File: src/rtl/mul_iter_seq_if.sv
// Handshake bundle for the iterative multiplier: an operand channel (in_*),
// a result channel (out_*, c) and the busy status flag.
`timescale 1ns/1ps
interface mul_iter_seq_if #(
  parameter int WIDTH = 24
);
  logic               in_valid;
  logic               in_ready;
  logic [WIDTH-1:0]   a;
  logic [WIDTH-1:0]   b;
  logic               sgn;
  logic               out_valid;
  logic               out_ready;
  logic [2*WIDTH-1:0] c;
  logic               busy;

  // The producer/consumer side that drives operands and accepts results.
  modport master (
    output in_valid, a, b, sgn, out_ready,
    input  in_ready, out_valid, c, busy
  );

  // The multiplier side.
  modport slave (
    input  in_valid, a, b, sgn, out_ready,
    output in_ready, out_valid, c, busy
  );
endinterface

File: src/rtl/mul_iter_seq.sv
// Iterative WIDTH x WIDTH multiplier, unsigned or two's-complement.
// One DIGIT-bit row of the multiplier magnitude is folded into the
// accumulator per clock, so a product takes N = WIDTH/DIGIT RUN cycles.
// Signed operands are reduced to magnitudes up front and the sign is
// reapplied to the final 2*WIDTH-bit sum. WIDTH must be a multiple of DIGIT.
`timescale 1ns/1ps
module mul_iter_seq #(
  parameter int WIDTH = 24,
  parameter int DIGIT = 8
) (
  input logic          clk,
  input logic          rst,
  mul_iter_seq_if.slave bus
);

  localparam int N  = WIDTH / DIGIT;
  localparam int CW = (N > 1) ? $clog2(N) : 1;
  localparam int PW = 2 * WIDTH;

  typedef enum logic [1:0] {
    IDLE = 2'd0,
    RUN  = 2'd1,
    DONE = 2'd2
  } state_t;

  state_t          state_q;
  state_t          state_d;

  logic [CW-1:0]   cnt;
  logic [PW-1:0]   acc;
  logic [PW-1:0]   ma_sh;     // |a|, pre-shifted to the weight of the current digit
  logic [WIDTH-1:0] mb_sh;    // |b|, current digit always in the low DIGIT bits
  logic            neg;
  logic [PW-1:0]   c_q;

  logic [WIDTH-1:0] a_mag;
  logic [WIDTH-1:0] b_mag;
  logic [PW-1:0]   pp;
  logic [PW-1:0]   acc_next;
  logic            last;

  // Magnitudes: -2^(W-1) negates to itself, which read unsigned is 2^(W-1),
  // so a plain W-bit register holds every magnitude without overflow.
  assign a_mag = (bus.sgn && bus.a[WIDTH-1]) ? (~bus.a + WIDTH'(1)) : bus.a;
  assign b_mag = (bus.sgn && bus.b[WIDTH-1]) ? (~bus.b + WIDTH'(1)) : bus.b;

  // One partial-product row; ma_sh already carries the digit's weight.
  assign pp       = ma_sh * {{(PW-DIGIT){1'b0}}, mb_sh[DIGIT-1:0]};
  assign acc_next = acc + pp;
  assign last     = (cnt == CW'(N - 1));

  // State register.
  always_ff @(posedge clk or posedge rst) begin
    if (rst) begin
      state_q <= IDLE;
    end else begin
      // NOTE: state elements take non-blocking assignments so every flop
      // samples the pre-edge values regardless of block ordering.
      state_q <= state_d;
    end
  end

  // Next-state decode.
  always_comb begin
    // NOTE: assigning the default first means every path writes state_d,
    // so no latch is inferred when a branch leaves it untouched.
    state_d = state_q;
    unique case (state_q)
      IDLE:    if (bus.in_valid)  state_d = RUN;
      RUN:     if (last)          state_d = DONE;
      DONE:    if (bus.out_ready) state_d = IDLE;
      default:                    state_d = IDLE;
    endcase
  end

  // Datapath: operand capture on accept, one row per RUN cycle, result load.
  always_ff @(posedge clk or posedge rst) begin
    if (rst) begin
      cnt   <= '0;
      acc   <= '0;
      ma_sh <= '0;
      mb_sh <= '0;
      neg   <= 1'b0;
      c_q   <= '0;
    end else begin
      unique case (state_q)
        IDLE: begin
          if (bus.in_valid) begin
            ma_sh <= {{WIDTH{1'b0}}, a_mag};
            mb_sh <= b_mag;
            neg   <= bus.sgn & (bus.a[WIDTH-1] ^ bus.b[WIDTH-1]);
            acc   <= '0;
            cnt   <= '0;
          end
        end
        RUN: begin
          acc   <= acc_next;
          cnt   <= cnt + CW'(1);
          ma_sh <= ma_sh << DIGIT;
          mb_sh <= mb_sh >> DIGIT;
          if (last) begin
            c_q <= neg ? (~acc_next + PW'(1)) : acc_next;
          end
        end
        default: ;
      endcase
    end
  end

  assign bus.in_ready  = (state_q == IDLE);
  assign bus.out_valid = (state_q == DONE);
  assign bus.busy      = (state_q != IDLE);
  assign bus.c         = c_q;

endmodule

File: src/flat_wrapper.sv
// flat-port wrapper written by rule: the top's interface ports become plain ports
module mul_iter_seq_flat 
#(
  parameter int WIDTH = 24,
  parameter int DIGIT = 8
)
  (clk, rst, bus_in_valid, bus_a, bus_b, bus_sgn, bus_out_ready, bus_in_ready, bus_out_valid, bus_c, bus_busy);
  mul_iter_seq_if #(.WIDTH(WIDTH)) bus_i ();
  input logic clk;
  input logic rst;
  input wire logic [$bits(bus_i.in_valid)-1:0] bus_in_valid;
  input wire logic [$bits(bus_i.a)-1:0] bus_a;
  input wire logic [$bits(bus_i.b)-1:0] bus_b;
  input wire logic [$bits(bus_i.sgn)-1:0] bus_sgn;
  input wire logic [$bits(bus_i.out_ready)-1:0] bus_out_ready;
  output wire logic [$bits(bus_i.in_ready)-1:0] bus_in_ready;
  output wire logic [$bits(bus_i.out_valid)-1:0] bus_out_valid;
  output wire logic [$bits(bus_i.c)-1:0] bus_c;
  output wire logic [$bits(bus_i.busy)-1:0] bus_busy;
  assign bus_i.in_valid = bus_in_valid;
  assign bus_i.a = bus_a;
  assign bus_i.b = bus_b;
  assign bus_i.sgn = bus_sgn;
  assign bus_i.out_ready = bus_out_ready;
  assign bus_in_ready = bus_i.in_ready;
  assign bus_out_valid = bus_i.out_valid;
  assign bus_c = bus_i.c;
  assign bus_busy = bus_i.busy;
  mul_iter_seq #(.WIDTH(WIDTH), .DIGIT(DIGIT)) u_core (.clk(clk), .rst(rst), .bus(bus_i));
endmodule
File: config.mk
export PLATFORM = sky130hd
export DESIGN_NAME = mul_iter_seq_flat
export DESIGN_NICKNAME = d
export VERILOG_FILES = /design/src/rtl/mul_iter_seq_if.sv /design/src/rtl/mul_iter_seq.sv /design/src/flat_wrapper.sv
export SDC_FILE = /design/constraint.sdc
export NUM_CORES = 1
export LEC_CHECK = 0
export CORE_MARGIN = 2
export CORE_UTILIZATION = 43
export CTS_BUF_LIST = sky130_fd_sc_hd__clkbuf_4
export DETAILED_ROUTE_END_ITERATION = 8
export HOLD_SLACK_MARGIN = 0.03
export PLACE_DENSITY_LB_ADDON = 0.05
export SLEW_MARGIN = 20
export SYNTH_ARGS = -nofsm -noshare
export SYNTH_HDL_FRONTEND = slang
export SYNTH_SLANG_ARGS = --single-unit
File: constraint.sdc
create_clock -name clk -period 18.05 [get_ports clk]
set_input_delay 5.415 -clock clk [delete_from_list [all_inputs] [get_ports clk]]
set_output_delay 5.415 -clock clk [all_outputs]
set_load 0.005 [all_outputs]
Word-level counts from Yosys, hierarchy flattened. Index checks and enable logic that the tools add are counted.

Equality and inequality tests: 6. Reductions and logical operators: 9. Bitwise logic cells: 5. $mul: 1. Muxes and demuxes: 15. $add $sub $neg: 5.

Operators by type and width (number): 48-bit one-hot mux with 2 select lines (2); 48-bit two-way mux (3); 24-bit two-way mux (3); 24-bit by 1-bit adder with 24-bit output, second input constant (2); 48-bit by 1-bit adder with 48-bit output, second input constant (1); 48-bit adder (1); 48-bit by 8-bit multiplier with 48-bit output (1); 24-bit NOT (2); 48-bit NOT (1); 24-bit one-hot mux with 2 select lines (1); 2-bit two-way mux (4); 2-bit one-hot mux with 3 select lines (1); 2-bit AND reduction (3); 2-bit equality test, second input constant (2); 2-bit != test, second input constant (2); 2-bit one-hot mux with 2 select lines (1); 2-bit nonzero test (2); 3-bit AND reduction (1); 2-bit by 1-bit adder with 2-bit output, second input constant (1); 2-bit by 1-bit equality test with 1-bit output, second input constant (1); 1-bit logical AND (2); 2-bit zero test (1); 2-bit by 1-bit != test with 1-bit output, second input constant (1); 1-bit AND (1); 1-bit bitwise XOR (1).

Register bits after elaboration: 173. Logic and storage cells: 48. Output and inout bits: 51. Input port bits: 53.

Longest topological paths before layout.
Word-level depth: 5. Gate-level depth with buffers: 23. Gate-level depth less buffers: 21.

Worst setup path after synthesis. Ideal clock, no wire load.

Path type: in2reg. Start point: in bus_b[8]. End point: reg u_core.mb_sh[22]. Setup slack: 10633 ps. Buffers on the path: 0. Required time: 17915 ps. Arrival time: 7282 ps. Library setup time: 135 ps. Stages on the path: 9. Cells stage by stage: or4_1 > or3_1 > nor3_1 > nand2_1 > nor2_1 > nand2_1 > o41ai_1 > xor2_1 > o21ai_0.

Word-level cells in the longest chain between the ends: 5.

Ends and longest elaborated chain: start: declaration (line flat_wrapper.sv:13) `input wire logic [$bits(bus_i.b)-1:0] bus_b;`; 24-bit NOT (line mul_iter_seq.sv:45) `assign b_mag = (bus.sgn && bus.b[WIDTH-1]) ? (~bus.b + WIDTH'(1)) : bus.b;`; 24-bit by 1-bit adder with 24-bit output (line mul_iter_seq.sv:45); 24-bit two-way mux (line mul_iter_seq.sv:45); 24-bit two-way mux (line mul_iter_seq.sv:88) `if (bus.in_valid) begin`; 24-bit one-hot mux with 2 select lines (line mul_iter_seq.sv:86) `unique case (state_q)`; end signal: assignment (line mul_iter_seq.sv:90) `mb_sh <= b_mag;`; end signal: assignment (line mul_iter_seq.sv:100) `mb_sh <= mb_sh >> DIGIT;`; end: declaration (line mul_iter_seq.sv:32) `logic [WIDTH-1:0] mb_sh;`.

No other way between the ends. The select of a mux whose other input is x is not followed. A chain may end at the register's enable or synchronous reset.

Final worst setup path.
Start point: reg u_core.state_q[1]. End point: out bus_in_ready.

Word-level cells in the longest chain between the ends: 1.

Ends and longest elaborated chain: start: declaration (line mul_iter_seq.sv:26) `state_t state_q;`; start signal: assignment (line mul_iter_seq.sv:59) `state_q <= state_d;`; 2-bit zero test (line mul_iter_seq.sv:110) `assign bus.in_ready = (state_q == IDLE);`; end: declaration (line flat_wrapper.sv:16) `output wire logic [$bits(bus_i.in_ready)-1:0] bus_in_ready;`.

No other way between the ends.

==> run summary <==
## Layout
* sky130_fd_sc_hd__inv_1, sky130_fd_sc_hd__nand2_1, sky130_fd_sc_hd__fa_1 — commonest cells after routing, fill and taps aside
* 7.95% — Area growth syn-to-layout
* sky130_fd_sc_hd__inv_1 — most frequent standard cell in the layout excluding fill and tap cells
* 3.76% — fraction of layout cells with a size suffix above 1
* 0.0232 sq mm — final cell area excluding filler cells
* 47.2% — final design utilization
* 2875 — final layout net count

## Logic synthesis
* 0 — Post-synth EDFFs
* sky130_fd_sc_hd__fa_1, sky130_fd_sc_hd__dfrtp_1, sky130_fd_sc_hd__and2_1, sky130_fd_sc_hd__inv_1, sky130_fd_sc_hd__nand2_1 — cells taking the most area after synthesis
* 2484 — number of instances in the synthesized netlist
* 100% — Post-synth ARST share
* 173 — synthesis-stage register bit count
* 27.8% — portion of synthesized cell area occupied by the leading cell type
* 8.65 sq um — synthesized area divided by synthesized cell count
* sky130_fd_sc_hd__fa_1 — cell type with the highest aggregate area in the netlist
* sky130_fd_sc_hd__dfrtp_1 — Post-synth top flop
* 2896 — post-synthesis net count
* 0 — Synth Warn #
* 86 — distinct cell type count of the synthesized netlist
* 0.0215 sq mm — Post-Synthesis Cell Area
* 20.1% — sequential area share after synthesis

## Route
* 61.1 mm — Detailed Route WL
* 5.32 — Avg Vias per Cell
* 0 — Remaining DRCs
* 16707 — via count
* 888 — initial DRC count
* 5 — Initial DRT Pass Iterations
* 19.4 um — Routed wire per std cell
* 0 — antenna-violating nets left

## GRT
* 98 — maximum number of pins on one net before global-route repair
* 17603 — number of global-route vias before repair
* 24.9% — global routing usage summed across all routing layers
* 0 — total congestion overflow after global routing
* 1 — initial antenna violation count
* 98.5 mm — global-route wire length before repair

## Worst setup path
* 1 — number of buffer and inverter stages on the critical path
* u_core.bus.c[44] — Critical R2R Capture
* flop — CP Launch Type
* sky130_fd_sc_hd__clkdlybuf4s50_1 — Slowest cell on crit path
* reg -> out — start-to-end type of the worst setup path
* 4 — biggest fanout along the worst timing path
* 10.42 ns — register-to-register setup slack
* u_core.mb_sh[3] — worst r2r src
* nor2_1 -> clkdlybuf4s50_1 — Cell Chain, Critical Path
* 19 — count of cells along the worst register-to-register path
* 12.63 ns — data required time of the critical path
* 2.47 ns — endpoint arrival time on the critical path
* 0.64 ns — Critical Path Max Stage Delay
* output pin — crit path capture type
* buffers and inverters — Worst path top cell family by delay

## Clock tree
* built — TritonCTS clock tree
* 17 — total CTS buffers
* sky130_fd_sc_hd__clkbuf_4 — clock root buffer
* 4 — number of levels in the clock H-tree
* 0.15 ns — clock transition at the register clock pins on the worst setup and hold paths after CTS
* 0.79 ns — clock insertion delay at the later pin of the skew report
* 0 — post-CTS setup buffer count
* 0 — quantity of gates resized following cts
* 173 — number of clock sinks
* 2 — largest buffer count on any clock path
* 0 — number of hold buffers added after CTS

## Floorplanning
* 0.0492 sq mm — core outline area
* 228 um — y dimension of the die
* 0.0518 sq mm — floorplan die area
* 81 — total number of placement rows
* 228 um — width of the chip
* 104 — IO Pins
* 43.7% — effective utilization at floorplan

## Timing
* 10.16 ns — final worst setup slack
* 0 — final hold viol count
* 0 — number of max-slew violations in the final report
* 29.6% — Slew headroom
* 43.7% — final critical-path share of the clock period
* 0 ns — Post-Route Setup TNS
* 0 — final setup violating endpoints
* 0.127 GHz — maximum clock frequency
* 0.0254 ns — worst-case clock skew
* 7.89 ns — time the final worst path needs with I/O delays and setup
* 1.06 ns — measured slew at the worst slew-check pin
* no — setup repair after global routing missed its margin

## Placed design
* 47.2 mm — post-detail-place hpwl
* 103 — port buffer count
* 9.86 ns — Placement Setup Slack
* 0.883 — GP Congestion
* 0.0229 sq mm — Placed Area

## Status
* finished, final reports clean — status

## Min path
* reg -> reg — worst min path class
* u_core.bus.c[19] — end of the worst hold path
* u_core.bus.c[19] — HP Start
* 2 — Min-Delay Path Depth

## Flow run
* 0 — number of maximum-capacitance violations

sequential cells by signal, summed over array words and instances (netlist names):
signal	count
u_core.ma_sh	48
u_core.cnt	2
u_core.bus.c	48
u_core.acc	48
u_core.neg	1
u_core.mb_sh	24
u_core.state_q	2
worst max path at each step:
| stage | from | endpoint | slack, ns | cells past startpoint |
|---|---|---|---|---|
| final | u_core.state_q[1] | bus_in_ready | 10.16 | 2 |
| after global routing | u_core.state_q[1] | bus_in_ready | 10.06 | 2 |
| after CTS | u_core.state_q[1] | bus_in_ready | 10.02 | 2 |
| after detailed placement | bus_b[8] | u_core.mb_sh[21] | 9.86 | 9 |
| after global placement | bus_b[8] | u_core.mb_sh[21] | 9.88 | 9 |
| after floorplan | rst | u_core.acc[0] | 7.95 | 1 |
cell type report:
| class | count | area (sq um) |
|---|---|---|
| fill | 4890 | 26000 |
| multi-input combinational | 1752 | 15100 |
| sequential | 173 | 4330 |
| inverter | 396 | 1490 |
| timing repair buffer | 123 | 1180 |
| tap | 664 | 831 |
| clock buffer | 20 | 150 |
| clock inverter | 11 | 144 |
| antenna | 4 | 10.0 |
synthesized netlist by cell type, drive strengths merged, types with 11 or more instances:
master and count:
a21o 19, and2 253, o31ai 26, clkbuf 139, fa 298, nor2b 11, dfrtp 173, a22oi 34
buf 24, nor4 14, a22o 17, nand3 57, nand2 318, ha 61, nor3 25, a211oi 11
o41ai 13, xor2 66, nand4 25, nor2 54, a21oi 61, o21ai 193, xnor2 70, inv 396
routing by layer:
metal / routed length [um] / vias to the layer above / part of all wire (%) / track usage [%]
met4: 1890 / 0 / 3.1 / 8.48
met1: 26400 / 8528 / 43 / 31.5
met5: 0 / - / 0 / 0
met3: 1490 / 85 / 2.4 / 3.67
met2: 31300 / 236 / 51 / 43.5
li1: - / 7858 / - / -
per-stage QoR:
stage,cells,hold WS (ns)
3_3_place_gp,3108,0.466
6_report,3143,0.497
4_1_cts,3139,0.504
5_1_grt,3140,0.529
2_1_floorplan,2484,0.450
3_5_place_dp,3108,0.470
cells by family after synthesis:
group	share of synthesized area (%)
AOI/OAI and AO/OA	13.0
xor gates and xnor gates	5.54
adders and majority gates	31.3
buffers and inverters	9.89
DFF	20.1
muxes	0.588
and+or+nand+nor	19.5
worst min-delay path: stages, from the launching register on:
cell                      delay [ns]
sky130_fd_sc_hd__dfrtp_1        0.37
sky130_fd_sc_hd__nand2_1        0.04
sky130_fd_sc_hd__o21ai_0        0.06
Power is left out: the tool's default activity adds up to more than one toggle a clock period on the data nets, which glitch-free logic cannot reach.
